--- config.mk ---
export PLATFORM = sky130hd
export DESIGN_NAME = imem_fetch_unit_flat
export DESIGN_NICKNAME = d
export VERILOG_FILES = /design/src/rtl/imem_pkg.sv /design/src/rtl/imem_fetch_unit_if.sv /design/src/rtl/imem_byte_array.sv /design/src/rtl/imem_fetch_unit.sv /design/src/flat_wrapper.sv
export SDC_FILE = /design/constraint.sdc
export NUM_CORES = 2
export LEC_CHECK = 0
export BUFFER_PORTS_ARGS = -buffer_cell sky130_fd_sc_hd__buf_2
export CAP_MARGIN = 20
export CORE_MARGIN = 3
export CORE_UTILIZATION = 56
export CTS_BUF_LIST = sky130_fd_sc_hd__clkbuf_4 sky130_fd_sc_hd__clkbuf_8 sky130_fd_sc_hd__clkbuf_16
export CTS_CLUSTER_SIZE = 20
export DETAILED_ROUTE_END_ITERATION = 8
export PLACE_DENSITY = 0.73
export SYNTH_ARGS = -nofsm -noshare
export SYNTH_HDL_FRONTEND = slang
export SYNTH_SLANG_ARGS = --single-unit
--- constraint.sdc ---
create_clock -name clk -period 7.41 [get_ports clk]
set_input_delay 0 -clock clk [delete_from_list [all_inputs] [get_ports clk]]
set_output_delay 0 -clock clk [all_outputs]
set_load 0.01 [all_outputs]
--- src/rtl/imem_pkg.sv ---
// imem_pkg
//   Shared types and constants for the instruction-memory fetch unit.
//   fault_e : response fault codes carried on rsp_fault.
//   state_e : fetch/load controller states (RUN, DRAIN, LOAD).
//   NOP     : default instruction word substituted on any fault.
package imem_pkg;

  typedef enum logic [1:0] {
    FLT_OK       = 2'b00,
    FLT_MISALIGN = 2'b01,
    FLT_RANGE    = 2'b10,
    FLT_PARITY   = 2'b11
  } fault_e;

  typedef enum logic [1:0] {
    RUN   = 2'd0,
    DRAIN = 2'd1,
    LOAD  = 2'd2
  } state_e;

  localparam logic [31:0] NOP = 32'h0000_0013;

endpackage

--- src/rtl/imem_fetch_unit_if.sv ---
// imem_fetch_unit_if
//   Bundles the fetch request/response handshake and the program-load port
//   of imem_fetch_unit.
//   Optional macro: IMEM_PARITY_EN adds ld_par_inv (parity error injection).
//
//   Handshake rules (both req_* and rsp_* channels):
//     - A transfer happens on a rising edge where valid && ready are both 1.
//     - The producer keeps valid and its payload stable until the transfer.
//     - ready may depend combinationally on the consumer's state but never on
//       the producer's valid.
//
//   master : the fetch stage / loader side (drives req_*, rsp_ready, ld_*).
//   slave  : imem_fetch_unit side.
interface imem_fetch_unit_if #(
  parameter int ADDR_W = 64
);
  logic              req_valid;
  logic              req_ready;
  logic [ADDR_W-1:0] req_addr;
  logic              rsp_valid;
  logic              rsp_ready;
  logic [31:0]       rsp_instr;
  logic [ADDR_W-1:0] rsp_addr;
  logic [1:0]        rsp_fault;
  logic              ld_en;
  logic              ld_we;
  logic [ADDR_W-1:0] ld_addr;
  logic [31:0]       ld_data;
  logic [3:0]        ld_be;
`ifdef IMEM_PARITY_EN
  logic              ld_par_inv;

  modport master (
    output req_valid, req_addr, rsp_ready,
    output ld_en, ld_we, ld_addr, ld_data, ld_be, ld_par_inv,
    input  req_ready, rsp_valid, rsp_instr, rsp_addr, rsp_fault
  );

  modport slave (
    input  req_valid, req_addr, rsp_ready,
    input  ld_en, ld_we, ld_addr, ld_data, ld_be, ld_par_inv,
    output req_ready, rsp_valid, rsp_instr, rsp_addr, rsp_fault
  );
`else
  modport master (
    output req_valid, req_addr, rsp_ready,
    output ld_en, ld_we, ld_addr, ld_data, ld_be,
    input  req_ready, rsp_valid, rsp_instr, rsp_addr, rsp_fault
  );

  modport slave (
    input  req_valid, req_addr, rsp_ready,
    input  ld_en, ld_we, ld_addr, ld_data, ld_be,
    output req_ready, rsp_valid, rsp_instr, rsp_addr, rsp_fault
  );
`endif

endinterface

--- src/rtl/imem_byte_array.sv ---
// imem_byte_array
//   Byte-organised storage with a word-wide synchronous read and a
//   byte-enabled synchronous write. Both ports address whole words.
//   Optional macro: IMEM_PARITY_EN keeps one even-parity bit per byte.
//
//   clk, rst_n  : clock; rst_n only clears the read register, never storage
//   rd_en       : capture word rd_widx into rd_data on the next edge
//   rd_widx     : read word index
//   rd_data     : little-endian word, holds until the next rd_en
//   rd_par_err  : (macro) any byte of the captured word failed parity
//   wr_en       : write strobe
//   wr_widx     : write word index
//   wr_data     : little-endian write data
//   wr_be       : bit i writes byte 4*wr_widx+i
//   wr_par_inv  : (macro) store inverted parity for the written bytes
module imem_byte_array #(
  parameter  int DEPTH_BYTES = 256,
  localparam int AW          = $clog2(DEPTH_BYTES),
  localparam int WW          = AW - 2
) (
  input  logic          clk,
  input  logic          rst_n,
  input  logic          rd_en,
  input  logic [WW-1:0] rd_widx,
  output logic [31:0]   rd_data,
`ifdef IMEM_PARITY_EN
  output logic          rd_par_err,
  input  logic          wr_par_inv,
`endif
  input  logic          wr_en,
  input  logic [WW-1:0] wr_widx,
  input  logic [31:0]   wr_data,
  input  logic [3:0]    wr_be
);

  // Storage powers up as all zeros; it is deliberately outside reset.
  logic [7:0]  mem_q [DEPTH_BYTES] = '{default: 8'h00};
  logic [31:0] rd_data_q, rd_data_d;

  always_comb begin
    rd_data_d = rd_data_q;
    if (rd_en) begin
      for (int i = 0; i < 4; i++) begin
        rd_data_d[8*i +: 8] = mem_q[{rd_widx, 2'(i)}];
      end
    end
  end

  always_ff @(posedge clk) begin
    if (wr_en) begin
      for (int i = 0; i < 4; i++) begin
        if (wr_be[i]) mem_q[{wr_widx, 2'(i)}] <= wr_data[8*i +: 8];
      end
    end
  end

  always_ff @(posedge clk) begin
    if (!rst_n) rd_data_q <= 32'h0;
    else        rd_data_q <= rd_data_d;
  end

  assign rd_data = rd_data_q;

`ifdef IMEM_PARITY_EN
  // Zero bytes have even parity 0, so the zero default is self-consistent.
  logic par_q [DEPTH_BYTES] = '{default: 1'b0};
  logic par_err_q, par_err_d;

  always_comb begin
    par_err_d = par_err_q;
    if (rd_en) begin
      par_err_d = 1'b0;
      for (int i = 0; i < 4; i++) begin
        if (par_q[{rd_widx, 2'(i)}] != ^mem_q[{rd_widx, 2'(i)}]) par_err_d = 1'b1;
      end
    end
  end

  always_ff @(posedge clk) begin
    if (wr_en) begin
      for (int i = 0; i < 4; i++) begin
        if (wr_be[i]) par_q[{wr_widx, 2'(i)}] <= (^wr_data[8*i +: 8]) ^ wr_par_inv;
      end
    end
  end

  always_ff @(posedge clk) begin
    if (!rst_n) par_err_q <= 1'b0;
    else        par_err_q <= par_err_d;
  end

  assign rd_par_err = par_err_q;
`endif

endmodule

--- src/rtl/imem_fetch_unit.sv ---
// imem_fetch_unit
//   Instruction memory for the fetch stage: one-cycle registered read with a
//   valid/ready handshake, back-pressure hold, a runtime program-load port
//   and alignment/range (optionally parity) fault reporting.
//   Optional macro: IMEM_PARITY_EN (parity per byte, fault 11, ld_par_inv).
//
//   clk       : rising-edge clock
//   rst_n     : synchronous active-low reset
//   bus       : imem_fetch_unit_if.slave (req_*, rsp_*, ld_*)
//   busy      : high whenever the controller is not in RUN
//   state_dbg : current controller state (imem_pkg::state_e encoding)
module imem_fetch_unit
  import imem_pkg::*;
#(
  parameter int          DEPTH_BYTES = 256,
  parameter int          ADDR_W      = 64,
  parameter logic [31:0] NOP_INSTR   = NOP
) (
  input  logic               clk,
  input  logic               rst_n,
  imem_fetch_unit_if.slave   bus,
  output logic               busy,
  output logic [1:0]         state_dbg
);

  localparam int AW = $clog2(DEPTH_BYTES);

  localparam logic [1:0] ST_RUN   = RUN;
  localparam logic [1:0] ST_DRAIN = DRAIN;
  localparam logic [1:0] ST_LOAD  = LOAD;

  localparam logic [1:0] F_OK       = FLT_OK;
  localparam logic [1:0] F_MISALIGN = FLT_MISALIGN;
  localparam logic [1:0] F_RANGE    = FLT_RANGE;

  logic [1:0]        state_q, state_d;
  logic              rsp_valid_q, rsp_valid_d;
  logic [ADDR_W-1:0] rsp_addr_q, rsp_addr_d;
  logic [1:0]        fault_q, fault_d;

  logic              req_ready;
  logic              accept;
  logic              consume;
  logic [1:0]        req_fault;
  logic              rd_en;
  logic              wr_en;
  logic [31:0]       rd_data;
  logic [1:0]        rsp_fault;

  // Load word addresses ignore the byte offset.
  logic unused_ld_lsb;
  assign unused_ld_lsb = ^bus.ld_addr[1:0];

  assign req_ready = (state_q == ST_RUN) && !bus.ld_en && (!rsp_valid_q || bus.rsp_ready);
  assign accept    = bus.req_valid && req_ready;
  assign consume   = rsp_valid_q && bus.rsp_ready;

  // Misalignment wins over range. For an aligned address, "a > DEPTH-4"
  // reduces to any address bit at or above AW being set.
  always_comb begin
    req_fault = F_OK;
    if (bus.req_addr[1:0] != 2'b00)      req_fault = F_MISALIGN;
    else if (|bus.req_addr[ADDR_W-1:AW]) req_fault = F_RANGE;
  end

  // Storage is only read for fault-free fetches.
  assign rd_en = accept && (req_fault == F_OK);
  assign wr_en = (state_q == ST_LOAD) && bus.ld_we && !(|bus.ld_addr[ADDR_W-1:AW]);

  always_comb begin
    state_d = state_q;
    case (state_q)
      ST_RUN: begin
        if (bus.ld_en) state_d = (rsp_valid_q && !bus.rsp_ready) ? ST_DRAIN : ST_LOAD;
      end
      ST_DRAIN: begin
        if (!bus.ld_en)   state_d = ST_RUN;
        else if (consume) state_d = ST_LOAD;
      end
      ST_LOAD: begin
        if (!bus.ld_en) state_d = ST_RUN;
      end
      default: state_d = ST_RUN;
    endcase
  end

  // Response registers only move on acceptance or consumption, which gives
  // the hold-while-stalled behaviour for free.
  always_comb begin
    rsp_valid_d = rsp_valid_q;
    rsp_addr_d  = rsp_addr_q;
    fault_d     = fault_q;
    if (accept) begin
      rsp_valid_d = 1'b1;
      rsp_addr_d  = bus.req_addr;
      fault_d     = req_fault;
    end else if (consume) begin
      rsp_valid_d = 1'b0;
    end
  end

  always_ff @(posedge clk) begin
    if (!rst_n) begin
      state_q     <= ST_RUN;
      rsp_valid_q <= 1'b0;
      rsp_addr_q  <= '0;
      fault_q     <= F_OK;
    end else begin
      state_q     <= state_d;
      rsp_valid_q <= rsp_valid_d;
      rsp_addr_q  <= rsp_addr_d;
      fault_q     <= fault_d;
    end
  end

`ifdef IMEM_PARITY_EN
  logic par_err;
  localparam logic [1:0] F_PARITY = FLT_PARITY;

  // Parity is only known once the word has been read, so it is folded in
  // on the output side; address faults never read storage.
  assign rsp_fault = ((fault_q == F_OK) && par_err) ? F_PARITY : fault_q;
`else
  assign rsp_fault = fault_q;
`endif

  imem_byte_array #(
    .DEPTH_BYTES (DEPTH_BYTES)
  ) u_byte_array (
    .clk        (clk),
    .rst_n      (rst_n),
    .rd_en      (rd_en),
    .rd_widx    (bus.req_addr[AW-1:2]),
    .rd_data    (rd_data),
`ifdef IMEM_PARITY_EN
    .rd_par_err (par_err),
    .wr_par_inv (bus.ld_par_inv),
`endif
    .wr_en      (wr_en),
    .wr_widx    (bus.ld_addr[AW-1:2]),
    .wr_data    (bus.ld_data),
    .wr_be      (bus.ld_be)
  );

  assign bus.req_ready = req_ready;
  assign bus.rsp_valid = rsp_valid_q;
  assign bus.rsp_addr  = rsp_addr_q;
  assign bus.rsp_fault = rsp_fault;
  assign bus.rsp_instr = (rsp_fault != F_OK) ? NOP_INSTR : rd_data;

  assign busy      = (state_q != ST_RUN);
  assign state_dbg = state_q;

endmodule
--- src/flat_wrapper.sv ---
// flat-port wrapper written by rule: the top's interface ports become plain ports
module imem_fetch_unit_flat import imem_pkg::*;
#(
  parameter int          DEPTH_BYTES = 256,
  parameter int          ADDR_W      = 64,
  parameter logic [31:0] NOP_INSTR   = NOP
)
  (clk, rst_n, busy, state_dbg, bus_req_valid, bus_req_addr, bus_rsp_ready, bus_ld_en, bus_ld_we, bus_ld_addr, bus_ld_data, bus_ld_be, bus_req_ready, bus_rsp_valid, bus_rsp_instr, bus_rsp_addr, bus_rsp_fault);
  imem_fetch_unit_if #(.ADDR_W(ADDR_W)) bus_i ();
  input  logic clk;
  input  logic rst_n;
  output logic busy;
  output logic [1:0] state_dbg;
  input wire logic [$bits(bus_i.req_valid)-1:0] bus_req_valid;
  input wire logic [$bits(bus_i.req_addr)-1:0] bus_req_addr;
  input wire logic [$bits(bus_i.rsp_ready)-1:0] bus_rsp_ready;
  input wire logic [$bits(bus_i.ld_en)-1:0] bus_ld_en;
  input wire logic [$bits(bus_i.ld_we)-1:0] bus_ld_we;
  input wire logic [$bits(bus_i.ld_addr)-1:0] bus_ld_addr;
  input wire logic [$bits(bus_i.ld_data)-1:0] bus_ld_data;
  input wire logic [$bits(bus_i.ld_be)-1:0] bus_ld_be;
  output wire logic [$bits(bus_i.req_ready)-1:0] bus_req_ready;
  output wire logic [$bits(bus_i.rsp_valid)-1:0] bus_rsp_valid;
  output wire logic [$bits(bus_i.rsp_instr)-1:0] bus_rsp_instr;
  output wire logic [$bits(bus_i.rsp_addr)-1:0] bus_rsp_addr;
  output wire logic [$bits(bus_i.rsp_fault)-1:0] bus_rsp_fault;
  assign bus_i.req_valid = bus_req_valid;
  assign bus_i.req_addr = bus_req_addr;
  assign bus_i.rsp_ready = bus_rsp_ready;
  assign bus_i.ld_en = bus_ld_en;
  assign bus_i.ld_we = bus_ld_we;
  assign bus_i.ld_addr = bus_ld_addr;
  assign bus_i.ld_data = bus_ld_data;
  assign bus_i.ld_be = bus_ld_be;
  assign bus_req_ready = bus_i.req_ready;
  assign bus_rsp_valid = bus_i.rsp_valid;
  assign bus_rsp_instr = bus_i.rsp_instr;
  assign bus_rsp_addr = bus_i.rsp_addr;
  assign bus_rsp_fault = bus_i.rsp_fault;
  imem_fetch_unit #(.DEPTH_BYTES(DEPTH_BYTES), .ADDR_W(ADDR_W), .NOP_INSTR(NOP_INSTR)) u_core (.clk(clk), .rst_n(rst_n), .bus(bus_i), .busy(busy), .state_dbg(state_dbg));
endmodule
==> metrics <==
violated checks=DRC; setup bufs post-CTS=0; Main synth FF type=edfxtp_1; Crit. Startpoint=u_core.state_dbg[0]; WHS Path Cells=5; final hold slack=approximately 0.13 ns; PD cells=about 260 nW/um2; clock network fraction of design power=0.419; Power Internal=between 15 and 20 mW; leak pwr=31.90 nW; initial antenna violation count=38; Psw=around 5.3 mW; register area share after synthesis=0.7594; Layout area overhead=14.64%; fin crit period=approximately 3.6 ns; Max Freq=0.2753 GHz; WL final=237100 um; RR Startpoint=u_core.state_dbg[0]; post-route clock period utilization=0.4903; Max VDD drop=0.0002373 V; Least-Margin Pin Slew=approximately 1.2 ns; Syn Nets=4679; MaxCap Viol Count=0; Root Buffer=clkbuf_16; crit path launch type=flop; crit path max fanout=between 60 and 70; DP Wirelength=approximately 140000 um; RSZ-0062 raised after global routing=no; I/O Buffers=270; Setup crit end=u_core.u_byte_array.mem_q[169][0]; row count=141; WL/cell=33.29 um; number of buffers created by CTS=206; Sw Ratio=0.2122; DR pass1 iterations=8; share of layout cells above drive strength 1=0.1874; first-pass GRT wire length=around 330000 um; setup violators final=0; Die Span X=392.5 um; status=finished with violations; Worst Hold Class=primary input to flop; worst-case clock buffer depth=3; Crit path arrival time=slightly above 4 ns; Worst-path clk slew=0.06 ns; final clock skew=0.02810 ns; Slew headroom=0.2009; WP data required=slightly below 8 ns; Setup Crit Path Kind=flop to flop; Antenna Nets Post-Route=0; DR vias/cell=6.621; Mapped Area=83650 um2; Overall Power=25.15 mW; syn_area_per_cell=around 19 um2; Clock Latency Late Sink=about 0.84 ns; Synth area leaders=edfxtp_1 (74%), mux4_2 (6.7%), mux2i_1 (5.3%); Synth warnings=0; critical path capture point type=flop; leading area contributor after synthesis=edfxtp_1; vias in the first global route=~46000; Layout Utilization=0.6478; FFs w/ async S/R, synth=0; DIE HEIGHT=about 390 um; Top-Level Pins=about 270; Mapped Cells=approximately 4500; area share of the largest cell type after synthesis=0.7352; Post-synth EDFFs=around 2000; Initial Util=0.5651; R2R cell count=5; Combinational Power Share=0.051; Final Hold Viols=0; GPL Wtd Cong=approximately 0.88; Post-route DRC=3; H-tree levels=4; post-cts resize count=0; # hold bufs at CTS=211; Final Net Count=approximately 5200; fin. max-slew vios=0; CTS tree=built; Yosys reg bits=between 2000 and 2500; routed via count=~47000; post-synthesis cell type count=52; largest net degree at the start of global routing=between 90 and 100; initial drt markers=6756; Die Area=between 150000 and 200000 um2; total gr overflow=0; Num Clock Sinks=~2100; Worst R2R Setup Slack=around 3.8 ns; Setup TNS=0 ns; Sequential Power Share=0.529; core area=148000 um2; GRT Total Usage=0.3074; RR Endpoint=u_core.u_byte_array.mem_q[169][0]
-- logic make-up after synthesis --
logic type             Yosys count  share of synthesized area
AOI/OAI and AO/OA              455                    0.04031
buffers and inverters          275                    0.01738
DFF                           2149                     0.7594
muxes                          742                     0.1354
and+or+nand+nor                888                    0.04746
-- layout by cell type, fill, tap and decap left out, types with 19 or more instances in the layout --
cell type	n
nand3_1	131
clkinv_2	36
buf_4	62
nor4_1	31
mux2i_1	444
clkinv_1	37
nand2_1	290
dlygate4sd3_1	212
edfxtp_1	2048
and2_1	32
mux4_1	49
clkbuf_16	212
nand4_1	58
mux4_2	248
clkbuf_4	51
nor2_1	281
buf_12	19
a22oi_1	336
dfxtp_1	101
a21boi_0	65
buf_2	266
-- per-layer routing --
| layer | GRT usage | routed length, um |
|---|---|---|
| met5 | 0.006380 | 345 |
| met4 | 0.1406 | 12370 |
| met3 | 0.1093 | 33000 |
| met2 | 0.4530 | 106100 |
| met1 | 0.4139 | 85220 |
-- area by class of cell --
type                    instances  area (um2)
diodes                         14       35.03
clock buffers                 277        5881
clock inverters               103       938.4
fillers                      9554       52130
inverters                       2       7.507
multi-input cells            2085       18760
flip-flops and latches       2149       63520
well taps                    1930        2415
repair buffers                561        4329
-- power groups by stage --
stage	sequential, mW	clock [mW]	combinational [mW]
global route	13.3	11.1	1.34
CTS	13.3	10.6	1.24
detailed placement	13.6	0	1.15
finish	13.3	10.5	1.29
floorplan	13.6	0	0.607
global placement	13.6	0	1.13
-- worst max-delay path, cell delays in order (launching register included) --
cell     delay (ns)
dfxtp_1        0.35
nor4b_1        0.31
nand4_1        0.23
nor4_2         0.70
nand2_4        0.61
nor2_1         0.95
-- cells in the mapped netlist, types with 5 or more instances --
library cell / n
mux2i_1: 444
buf_4: 25
buf_12: 5
a31oi_1: 7
and2_1: 35
edfxtp_1: 2048
nor2b_1: 10
buf_1: 15
dfxtp_1: 101
nand3_1: 132
nor2_1: 286
clkbuf_1: 116
nor4_1: 31
nor3b_1: 6
nand4_1: 58
mux4_1: 49
o21ai_0: 9
a21oi_1: 13
nor3_1: 9
mux4_2: 248
buf_6: 17
a22oi_1: 336
nand2b_1: 5
nand2_1: 294
buf_2: 95
a21boi_0: 65
-- through the flow --
stage                     cell area [um2]  cells  worst slack [ns]
after floorplan                     83650   4509             5.032
after global placement              86630   6501             3.847
after detailed placement            86630   6501             3.806
after CTS                           95560   7092             3.794
after global routing                95850   7107             3.605
final                               95890   7121             3.777
-- flip-flops by register name, summed over array words and instances (netlist names) --
name,count
u_core.bus.rsp_addr,64
u_core.bus.rsp_fault,2
u_core.bus.rsp_valid,1
u_core.state_dbg,2
u_core.u_byte_array.mem_q,2048
u_core.u_byte_array.rd_data,32
-- how the worst min path moves through the flow --
stage	start	to	slack [ns]
global route	bus_rsp_ready	u_core.state_dbg[1]	0.11
finish	bus_req_addr[0]	u_core.bus.rsp_fault[0]	0.13
floorplan	bus_ld_data[0]	u_core.u_byte_array.mem_q[0][0]	0.1
global placement	bus_rsp_ready	u_core.state_dbg[0]	0.24
detailed placement	bus_rsp_ready	u_core.state_dbg[0]	0.25
CTS	bus_ld_data[29]	u_core.u_byte_array.mem_q[191][5]	0.03
Note: power is estimated with default switching activity, not from simulation.
